==> config.mk <==
export PLATFORM = sky130hd
export DESIGN_NAME = vram_plotter_flat
export DESIGN_NICKNAME = d
export VERILOG_FILES = /design/src/rtl/vram_pkg.sv /design/src/rtl/vram_plotter_if.sv /design/src/rtl/vram_pixaddr.sv /design/src/rtl/vram_plotter.sv /design/src/flat_wrapper.sv
export SDC_FILE = /design/constraint.sdc
export NUM_CORES = 1
export LEC_CHECK = 0
export CELL_PAD_IN_SITES_DETAIL_PLACEMENT = 0
export CELL_PAD_IN_SITES_GLOBAL_PLACEMENT = 2
export CORE_ASPECT_RATIO = 1.25
export CORE_MARGIN = 2
export CORE_UTILIZATION = 35
export CTS_CLUSTER_SIZE = 24
export DETAILED_ROUTE_END_ITERATION = 7
export GPL_ROUTABILITY_DRIVEN = 0
export GPL_TIMING_DRIVEN = 0
export PLACE_DENSITY = 0.95
export SLEW_MARGIN = 20
export SYNTH_ARGS = -nofsm -noshare
export SYNTH_HDL_FRONTEND = slang
export SYNTH_SLANG_ARGS = --single-unit
==> constraint.sdc <==
create_clock -name CLOCK -period 4.5 [get_ports CLOCK]
set_clock_uncertainty 0.15 [all_clocks]
set_input_delay 0.9 -clock CLOCK [delete_from_list [all_inputs] [get_ports CLOCK]]
set_output_delay 0.9 -clock CLOCK [all_outputs]
set_load 0.03 [all_outputs]
==> src/rtl/vram_pkg.sv <==
// Shared constants and FSM encoding for the framebuffer write engine.
// Geometry is a 320x200 1bpp frame, 40 bytes per row, MSB is the leftmost pixel.
package vram_pkg;
  localparam logic [1:0] OP_PSET = 2'd0;
  localparam logic [1:0] OP_PCLR = 2'd1;
  localparam logic [1:0] OP_PXOR = 2'd2;
  localparam logic [1:0] OP_FILL = 2'd3;

  localparam int FB_W      = 320;
  localparam int FB_H      = 200;
  localparam int FB_STRIDE = 40;
  localparam int FB_BYTES  = 8000;
  localparam logic [12:0] FB_LAST = 13'(FB_BYTES - 1);

  typedef enum logic [2:0] {
    S_IDLE,
    S_RD,
    S_WT,
    S_WR,
    S_FILL
  } state_t;
endpackage

==> src/rtl/vram_plotter_if.sv <==
// Command bus plus video RAM write port of the plotter.
// The master side is the host together with the RAM; the slave side is the plotter.
interface vram_plotter_if;
  logic        cmd_valid;
  logic        cmd_ready;
  logic [1:0]  cmd_op;
  logic [8:0]  cmd_x;
  logic [7:0]  cmd_y;
  logic        cmd_err;
  logic [15:0] vram_addr;
  logic [7:0]  vram_rdata;
  logic [7:0]  vram_wdata;
  logic        vram_we;

  modport master (
    output cmd_valid, cmd_op, cmd_x, cmd_y, vram_rdata,
    input  cmd_ready, cmd_err, vram_addr, vram_wdata, vram_we
  );
  modport slave (
    input  cmd_valid, cmd_op, cmd_x, cmd_y, vram_rdata,
    output cmd_ready, cmd_err, vram_addr, vram_wdata, vram_we
  );
endinterface

==> src/rtl/vram_pixaddr.sv <==
// Maps a pixel coordinate to its byte offset, bit mask and in-range flag.
// Purely combinational so the scan-out side can share it.
module vram_pixaddr
  import vram_pkg::*;
(
  input  logic [8:0]  x,
  input  logic [7:0]  y,
  output logic [12:0] offset,
  output logic [7:0]  mask,
  output logic        in_range
);
  logic [12:0] y_ext;

  // y*40 as two shifts so no multiplier is needed
  assign y_ext    = {5'b0, y};
  assign offset   = (y_ext << 5) + (y_ext << 3) + {7'b0, x[8:3]};
  assign mask     = 8'h80 >> x[2:0];
  assign in_range = (x < 9'(FB_W)) && (y < 8'(FB_H));
endmodule

==> src/rtl/vram_plotter.sv <==
// Turns pixel set/clear/toggle and whole-screen fill commands into
// read-modify-write or burst-write cycles on the video RAM second port.
module vram_plotter
  import vram_pkg::*;
#(
  parameter logic [15:0] FB_BASE = 16'h0000
) (
  input  logic           CLOCK,
  input  logic           RESETN,
  vram_plotter_if.slave  bus
);
  state_t      state, state_d;
  logic [1:0]  op_q, op_d;
  logic [7:0]  mask_q, mask_d;
  logic [12:0] cnt, cnt_d;
  logic        ready_q, ready_d;
  logic        err_q, err_d;
  logic        we_q, we_d;
  logic [15:0] addr_q, addr_d;
  logic [7:0]  wdata_q, wdata_d;

  logic [12:0] offset;
  logic [7:0]  mask;
  logic        in_range;
  logic        accept;

  vram_pixaddr u_pixaddr (
    .x        (bus.cmd_x),
    .y        (bus.cmd_y),
    .offset   (offset),
    .mask     (mask),
    .in_range (in_range)
  );

  assign accept = bus.cmd_valid && ready_q;

  always_comb begin
    state_d = state;
    op_d    = op_q;
    mask_d  = mask_q;
    cnt_d   = cnt;
    ready_d = ready_q;
    err_d   = 1'b0;
    we_d    = 1'b0;
    addr_d  = addr_q;
    wdata_d = wdata_q;
    case (state)
      S_IDLE: if (accept) begin
        if (bus.cmd_op == OP_FILL) begin
          state_d = S_FILL;
          cnt_d   = '0;
          addr_d  = FB_BASE;
          wdata_d = bus.cmd_x[7:0];
          we_d    = 1'b1;
          ready_d = 1'b0;
        end else if (in_range) begin
          state_d = S_RD;
          op_d    = bus.cmd_op;
          mask_d  = mask;
          addr_d  = FB_BASE + {3'b0, offset};
          ready_d = 1'b0;
        end else begin
          err_d   = 1'b1;
        end
      end
      S_RD: state_d = S_WT;
      // read data arrives this cycle; modify it into the registered write data
      S_WT: begin
        state_d = S_WR;
        we_d    = 1'b1;
        case (op_q)
          OP_PSET: wdata_d = bus.vram_rdata | mask_q;
          OP_PCLR: wdata_d = bus.vram_rdata & ~mask_q;
          default: wdata_d = bus.vram_rdata ^ mask_q;
        endcase
      end
      S_WR: begin
        state_d = S_IDLE;
        ready_d = 1'b1;
      end
      S_FILL: begin
        if (cnt == FB_LAST) begin
          state_d = S_IDLE;
          ready_d = 1'b1;
        end else begin
          cnt_d  = cnt + 13'd1;
          addr_d = FB_BASE + {3'b0, 13'(cnt + 13'd1)};
          we_d   = 1'b1;
        end
      end
      default: begin
        state_d = S_IDLE;
        ready_d = 1'b1;
      end
    endcase
  end

  always_ff @(posedge CLOCK or negedge RESETN) begin
    if (!RESETN) begin
      state   <= S_IDLE;
      op_q    <= OP_PSET;
      mask_q  <= '0;
      cnt     <= '0;
      ready_q <= 1'b1;
      err_q   <= 1'b0;
      we_q    <= 1'b0;
      addr_q  <= '0;
      wdata_q <= '0;
    end else begin
      state   <= state_d;
      op_q    <= op_d;
      mask_q  <= mask_d;
      cnt     <= cnt_d;
      ready_q <= ready_d;
      err_q   <= err_d;
      we_q    <= we_d;
      addr_q  <= addr_d;
      wdata_q <= wdata_d;
    end
  end

  assign bus.cmd_ready  = ready_q;
  assign bus.cmd_err    = err_q;
  assign bus.vram_we    = we_q;
  assign bus.vram_addr  = addr_q;
  assign bus.vram_wdata = wdata_q;
endmodule

==> src/flat_wrapper.sv <==
// flat-port wrapper written by rule: the top's interface ports become plain ports
module vram_plotter_flat import vram_pkg::*;
#(
  parameter logic [15:0] FB_BASE = 16'h0000
)
  (CLOCK, RESETN, bus_cmd_valid, bus_cmd_op, bus_cmd_x, bus_cmd_y, bus_vram_rdata, bus_cmd_ready, bus_cmd_err, bus_vram_addr, bus_vram_wdata, bus_vram_we);
  vram_plotter_if bus_i ();
  input  logic CLOCK;
  input  logic RESETN;
  input wire logic [$bits(bus_i.cmd_valid)-1:0] bus_cmd_valid;
  input wire logic [$bits(bus_i.cmd_op)-1:0] bus_cmd_op;
  input wire logic [$bits(bus_i.cmd_x)-1:0] bus_cmd_x;
  input wire logic [$bits(bus_i.cmd_y)-1:0] bus_cmd_y;
  input wire logic [$bits(bus_i.vram_rdata)-1:0] bus_vram_rdata;
  output wire logic [$bits(bus_i.cmd_ready)-1:0] bus_cmd_ready;
  output wire logic [$bits(bus_i.cmd_err)-1:0] bus_cmd_err;
  output wire logic [$bits(bus_i.vram_addr)-1:0] bus_vram_addr;
  output wire logic [$bits(bus_i.vram_wdata)-1:0] bus_vram_wdata;
  output wire logic [$bits(bus_i.vram_we)-1:0] bus_vram_we;
  assign bus_i.cmd_valid = bus_cmd_valid;
  assign bus_i.cmd_op = bus_cmd_op;
  assign bus_i.cmd_x = bus_cmd_x;
  assign bus_i.cmd_y = bus_cmd_y;
  assign bus_i.vram_rdata = bus_vram_rdata;
  assign bus_cmd_ready = bus_i.cmd_ready;
  assign bus_cmd_err = bus_i.cmd_err;
  assign bus_vram_addr = bus_i.vram_addr;
  assign bus_vram_wdata = bus_i.vram_wdata;
  assign bus_vram_we = bus_i.vram_we;
  vram_plotter #(.FB_BASE(FB_BASE)) u_core (.CLOCK(CLOCK), .RESETN(RESETN), .bus(bus_i));
endmodule
Word level (Yosys, flattened, before mapping)
Index checks and enable logic that the tools add are counted.

word-level totals
  logic and storage cells = 76
  flip-flop bits (word level) = 53

cells by class
  eq/ne operators = 11
  mux-type cells = 31
  bitwise gates (word level) = 6
  order comparisons = 2
  $add $sub $neg = 3
  reduce and logical (&&, ||, !) cells = 13
  shifts and indexed selects = 1

operator list
  operator               count
  $mux 16                4
  $mux 13                3
  $pmux 16 s2            1
  $pmux 8 s2             2
  $pmux 13 s2            1
  $mux 8                 2
  $reduce_and 4->1       4
  $add 13x1->13 const B  1
  $add 13x11->13         1
  $add 13x6->13          1
  $eq 13x13->1 const B   1
  $mux 3                 4
  $pmux 3 s4             1
  $mux 1                 11
  $lt 9x9->1 const B     1
  $and 8x8->8            1
  $lt 8x8->1 const B     1
  $not 8->8              1
  $or 8x8->8             1
  $shr 8x3->8 const A    1
  $xor 8x8->8            1
  $ne 2x1->1 const B     3
  $pmux 1 s3             2
  $reduce_and 3->1       2
  other kinds (13)       16

Depth between registers and ports, before layout
  word-level depth = 6
  mapped depth = 10

Cells and area by module
Synthesis repeated with hierarchy kept, for this count alone.

unflattened totals
  cell total of the unflattened synthesis = 379
  area, all modules = 3643.5 um^2

modules (own cells, without submodules)
  module        cells each  area an instance (um^2)  instances
  vram_plotter  311         3084.2                   1
  vram_pixaddr  68          559.3                    1

Worst setup path before layout
OpenSTA, ideal clock, no wires.

  path kind = in2reg
  from = input port bus_cmd_y[0]
  to = register u_core.addr_q[10], in the netlist u_core.bus.vram_addr[10]
  setup slack = 1.571 ns
  library setup time = 0.077 ns
  stages = 9
  data arrival time = 2.702 ns
  required time = 4.273 ns
  path buffers = 0
  path through = inv_1 -> fa_1 -> fa_1 -> nor2b_1 -> nor2_1 -> o211ai_1 -> xor2_1 -> a22oi_1 -> a21oi_1

on the way
  cells in the longest elaborated chain, start to end = 6

ends and longest elaborated chain
  what                  RTL line             RTL
  from (decl)           flat_wrapper.sv:13   input wire logic [$bits(bus_i.cmd_y)-1:0] bus_cmd_y;
  $add 13x11->13        vram_pixaddr.sv:16   assign offset = (y_ext << 5) + (y_ext << 3) + {7'b0, x[8:3]};
  $add 13x6->13         vram_pixaddr.sv:16
  $mux 16               vram_plotter.sv:56   end else if (in_range) begin
  $mux 16               vram_plotter.sv:49   if (bus.cmd_op == OP_FILL) begin
  $mux 16               vram_plotter.sv:48   S_IDLE: if (accept) begin
  $pmux 16 s2           vram_plotter.sv:47   case (state)
  to (signal assigned)  vram_plotter.sv:117  addr_q <= addr_d;
  to (decl)             vram_plotter.sv:19   logic [15:0] addr_q, addr_d;

Several ways; a longest one is shown, not always the timed one. The select of a mux whose other input is x is not followed.
A chain may end at the register's enable or synchronous reset.

Worst setup path after layout
Same ends and word-level chain as after synthesis.

==> impl_metrics.prom <==
# TYPE chip_impl_metric gauge
chip_impl_metric{name="tritoncts.num_buffers",unit=""} 5
chip_impl_metric{name="place.detailed.hpwl",unit="microns"} 6511
chip_impl_info{name="outcome",value="finished, final reports clean"} 1
chip_impl_metric{name="route.detailed.drc",unit=""} 0
chip_impl_info{name="hp-class",value="reg -> reg"} 1
chip_impl_metric{name="synth_seq_area_share",unit="%"} 36.73
chip_impl_metric{name="finalCriticalPeriod",unit="ns"} 3.439
chip_impl_metric{name="slew_hr",unit="%"} 56.21
chip_impl_metric{name="preCtsSetupSlack",unit="ns"} 0.7648
chip_impl_metric{name="drive_gt1_share",unit="%"} 7.761
chip_impl_metric{name="p_switching",unit="mW"} 1.011
chip_impl_metric{name="cts.htree.levels",unit=""} 2
chip_impl_metric{name="intPower",unit="mW"} 1.360
chip_impl_metric{name="die_w",unit="microns"} 92.28
chip_impl_metric{name="tns",unit="ns"} 0
chip_impl_metric{name="postSynth.asyncResetShare",unit="%"} 100.0
chip_impl_info{name="synth_top_flop_cell",value="sky130_fd_sc_hd__dfrtp_1"} 1
chip_impl_metric{name="swShare",unit="%"} 42.64
chip_impl_info{name="worstSetupPathType",value="in -> reg"} 1
chip_impl_metric{name="design_power_total",unit="mW"} 2.372
chip_impl_metric{name="numClockSinks",unit=""} 50
chip_impl_metric{name="antenna-diode-count",unit=""} 0
chip_impl_metric{name="cts_setup_buffers",unit=""} 0
chip_impl_metric{name="leakage",unit="nW"} 1.847
chip_impl_metric{name="slew_viol_final",unit=""} 0
chip_impl_metric{name="num-fill-cells",unit=""} 946
chip_impl_metric{name="antenna_left",unit=""} 0
chip_impl_metric{name="synthSimpleGateAreaFrac",unit="%"} 16.62
chip_impl_metric{name="timing.max_cap.violations",unit=""} 0
chip_impl_metric{name="seq_power_share",unit="%"} 31.2
chip_impl_metric{name="cell_area_after_synthesis",unit="sq um"} 3410
chip_impl_metric{name="timing.hold.ws",unit="ns"} 0.3262
chip_impl_info{name="rsz_0062_raised_after_global_routing",value="no"} 1
chip_impl_info{name="cts_tree",value="built"} 1
chip_impl_info{name="start_kind",value="input pin"} 1
chip_impl_metric{name="die-height",unit="microns"} 114.4
chip_impl_metric{name="synth_mux_area_share",unit="%"} 4.624
chip_impl_metric{name="grt_overflow_total",unit=""} 0
chip_impl_metric{name="syn_inst",unit=""} 389
chip_impl_info{name="endpoint_kind",value="flip-flop"} 1
chip_impl_metric{name="critPathMaxStageDelay",unit="ns"} 0.52
chip_impl_metric{name="adder_cell_share_of_the_synthesized_area",unit="%"} 13.21
chip_impl_metric{name="first_global_vias",unit=""} 2878
chip_impl_metric{name="iteration_count_of_the_initial_detailed_routing_pass",unit=""} 4
chip_impl_metric{name="cts_hold_buffers",unit=""} 0
chip_impl_info{name="worstPathCellList",value="clkdlybuf4s50_1, inv_1, fa_1, fa_1, nor2b_1, nor2_1, o211ai_1, xor2_1, a22oi_1, a21oi_1"} 1
chip_impl_info{name="cts_root_buf",value="sky130_fd_sc_hd__clkbuf_16"} 1
chip_impl_metric{name="core",unit="sq um"} 9559
chip_impl_metric{name="critical_path.max_fanout",unit=""} 3
chip_impl_metric{name="clock_tree.buffer_depth",unit=""} 2
chip_impl_metric{name="number_of_antenna_violations_at_the_first_check_in_global_routing",unit=""} 0
chip_impl_metric{name="yosysWarnings",unit=""} 0
chip_impl_metric{name="synth_enable_flop_cells",unit=""} 0
chip_impl_info{name="cpMaxStageDelayCell",value="sky130_fd_sc_hd__fa_1"} 1
chip_impl_metric{name="grt_start_max_net_pins",unit=""} 51
chip_impl_metric{name="grt_pass1_wl",unit="microns"} 13790
chip_impl_metric{name="final-hold-violation-count",unit=""} 0
chip_impl_metric{name="power.clock.fraction",unit="%"} 15.6
chip_impl_metric{name="clk-insertion-delay-late",unit="ns"} 0.29
chip_impl_metric{name="drt-total-wl",unit="microns"} 8348
chip_impl_metric{name="critical_path_arrival",unit="ns"} 3.50
chip_impl_metric{name="fmaxAchievable",unit="MHz"} 290.8
chip_impl_metric{name="finalNonFillerCells",unit=""} 577
chip_impl_metric{name="syn_area_per_cell",unit="sq um"} 8.765
chip_impl_metric{name="clkSlewWorstSetupHoldPaths",unit="ns"} 0.07
chip_impl_metric{name="die-area",unit="sq um"} 10550
chip_impl_metric{name="numPortBuffers",unit=""} 52
chip_impl_metric{name="routed_wire_length_per_instance",unit="microns"} 14.47
chip_impl_metric{name="setup_slack",unit="ns"} 1.061
chip_impl_metric{name="synth_cell_type_count",unit=""} 47
chip_impl_metric{name="floorplan.initialDensity",unit="%"} 35.67
chip_impl_metric{name="dp_cells",unit=""} 569
chip_impl_metric{name="synth_compound_area_share",unit="%"} 16.77
chip_impl_metric{name="number_of_standard_cell_rows_in_the_floorplan",unit=""} 40
chip_impl_metric{name="postSynthRegisterBits",unit=""} 50
chip_impl_metric{name="average_vias_per_placed_instance",unit=""} 4.958
chip_impl_metric{name="post_synth_xor_area_fraction",unit="%"} 4.624
chip_impl_info{name="dominant_combinational_cell_family_by_area_after_synthesis",value="compound AO/OA/AOI/OAI gates"} 1
chip_impl_metric{name="cts_resized",unit=""} 0
chip_impl_metric{name="finalCritPeriodShare",unit="%"} 76.42
chip_impl_metric{name="first_iter_violations",unit=""} 151
chip_impl_info{name="crit_top_cell",value="sky130_fd_sc_hd__fa_1"} 1
chip_impl_metric{name="ir_drop",unit="mV"} 0.3525
chip_impl_metric{name="critical_path_rt",unit="ns"} 4.56
chip_impl_metric{name="power.density_cell_area",unit="nW/um^2"} 560.0
chip_impl_metric{name="finalSetupViolCount",unit=""} 0
chip_impl_metric{name="route.vias.total",unit=""} 2861
chip_impl_metric{name="flow.area_growth_from_synthesis",unit="%"} 24.22
chip_impl_metric{name="num_io_pins",unit=""} 57
chip_impl_metric{name="combPwrFrac",unit="%"} 53.1
chip_impl_metric{name="worst_pin_slew",unit="ns"} 0.6569
chip_impl_metric{name="gr-usage-all-layers",unit="%"} 16.19
chip_impl_metric{name="final_nets",unit=""} 514
-- worst paths after layout --
kind	start	endpoint	slack [ns]	cells past startpoint
worst max-delay path	bus_cmd_y[0]	u_core.bus.vram_addr[10]$_DFFE_PN0P_	1.06	10
worst min-delay path	u_core.mask_q[4]$_DFFE_PN0P_	u_core.mask_q[4]$_DFFE_PN0P_	0.33	2
worst max register to register	u_core.cnt[0]$_DFFE_PN0P_	u_core.cnt[9]$_DFFE_PN0P_	2.29	6
worst min register to register	u_core.mask_q[4]$_DFFE_PN0P_	u_core.mask_q[4]$_DFFE_PN0P_	0.33	2
max in group asynchronous	RESETN	u_core.cnt[6]$_DFFE_PN0P_	3.27	1
min in group asynchronous	RESETN	u_core.bus.vram_addr[4]$_DFFE_PN0P_	0.48	1
-- per-layer routing --
layer / global-route usage, % / vias to the layer above / wire length, microns
met1: 20.01 / 1349 / 3706
met4: 3.781 / 0 / 92
met2: 29.80 / 53 / 4300
met5: 0 / - / 0
met3: 2.238 / 8 / 249
li1: - / 1451 / -
-- cell type report --
cell class	count	area (sq um)	share of cell area [%]
Multi-Input combinational cell	289	1916	45.23
Sequential cell	50	1252	29.57
Timing Repair Buffer	52	518.0	12.23
Tap cell	126	157.7	3.722
Buffer	22	136.4	3.220
Clock buffer	6	128.9	3.043
Inverter	30	112.6	2.659
Clock inverter	2	13.76	0.3250
-- power by group through the flow --
stage          logic [mW]  registers [mW]  clock network, mW
2_1_floorplan       0.651           0.923                  0
3_3_place_gp         1.25           0.748                  0
3_5_place_dp         1.27           0.748                  0
4_1_cts              1.27           0.743              0.382
5_1_grt              1.40           0.762              0.401
6_report             1.26           0.741              0.371
-- sequential cells by signal, indices dropped and copies added (netlist names) --
| signal | cells |
|---|---|
| u_core.bus.cmd_err | 1 |
| u_core.bus.cmd_ready | 1 |
| u_core.bus.vram_addr | 13 |
| u_core.bus.vram_wdata | 8 |
| u_core.bus.vram_we | 1 |
| u_core.cnt | 13 |
| u_core.mask_q | 8 |
| u_core.op_q | 2 |
| u_core.state | 3 |
-- cell usage after synthesis (2+ instances only) --
master	n	area (sq um)
sky130_fd_sc_hd__nand2_1	39	146.4
sky130_fd_sc_hd__dfrtp_1	49	1226
sky130_fd_sc_hd__clkbuf_1	8	30.03
sky130_fd_sc_hd__xnor2_1	12	105.1
sky130_fd_sc_hd__o31ai_1	6	45.04
sky130_fd_sc_hd__o41ai_1	7	61.31
sky130_fd_sc_hd__nand3_1	14	70.07
sky130_fd_sc_hd__nand2b_1	2	12.51
sky130_fd_sc_hd__a31oi_1	5	31.28
sky130_fd_sc_hd__buf_2	4	20.02
sky130_fd_sc_hd__o21a_1	3	22.52
sky130_fd_sc_hd__nand4_1	2	12.51
sky130_fd_sc_hd__and2_1	4	25.02
sky130_fd_sc_hd__o21ai_0	27	135.1
sky130_fd_sc_hd__buf_4	3	22.52
sky130_fd_sc_hd__a22oi_1	3	22.52
sky130_fd_sc_hd__ha_1	32	400.4
sky130_fd_sc_hd__and4_1	2	17.52
sky130_fd_sc_hd__nor2_1	49	183.9
sky130_fd_sc_hd__a21o_1	2	15.01
sky130_fd_sc_hd__buf_6	5	56.30
sky130_fd_sc_hd__buf_1	2	7.510
sky130_fd_sc_hd__fa_1	2	40.04
sky130_fd_sc_hd__mux2i_1	9	90.09
sky130_fd_sc_hd__nor2b_1	4	25.02
sky130_fd_sc_hd__nor3_1	4	20.02
sky130_fd_sc_hd__mux2_2	6	67.56
sky130_fd_sc_hd__a21oi_1	32	160.2
sky130_fd_sc_hd__inv_1	29	108.9
sky130_fd_sc_hd__xor2_1	6	52.55
-- placed cells by master (no fill, tap or decap), drive strengths merged, types with 5 or more instances in the layout --
cell type      synthesis  routed
clkdlybuf4s50          0      51
nor2                  49      49
dfrtp                 49      49
nand2                 39      39
a21oi                 32      32
ha                    32      32
inv                   30      30
o21ai                 28      28
buf                   14      15
nand3                 14      14
clkbuf                 8      14
xnor2                 12      12
mux2i                  9       9
o41ai                  7       7
a31oi                  7       7
mux2                   6       6
o31ai                  6       6
xor2                   6       6
nor3                   5       5
-- cells by family after synthesis --
| family | Yosys count |
|---|---|
| xor+xnor | 18 |
| simple gates | 126 |
| flops | 50 |
| other cells | 1 |
| compound gates | 92 |
| mux | 15 |
| fa+ha+maj | 35 |
| buf+inv | 52 |
-- per-stage QoR --
step	area [sq um]	util [%]
final	4235	44.31
after global routing	4235	44.31
after CTS	4235	44.31
after detailed placement	4093	42.81
after global placement	4095	42.84
after floorplan	3417	-
-- worst max-delay path: cells and delay by family --
family                   cells  cell delay (ns)
buffers and inverters        2             0.57
AO/OA/AOI/OAI                3             0.50
AND/OR/NAND/NOR              2             0.34
adder cells (fa/ha/maj)      2             0.97
XOR/XNOR                     1             0.22
No activity file was read; power rests on OpenSTA's default activity.
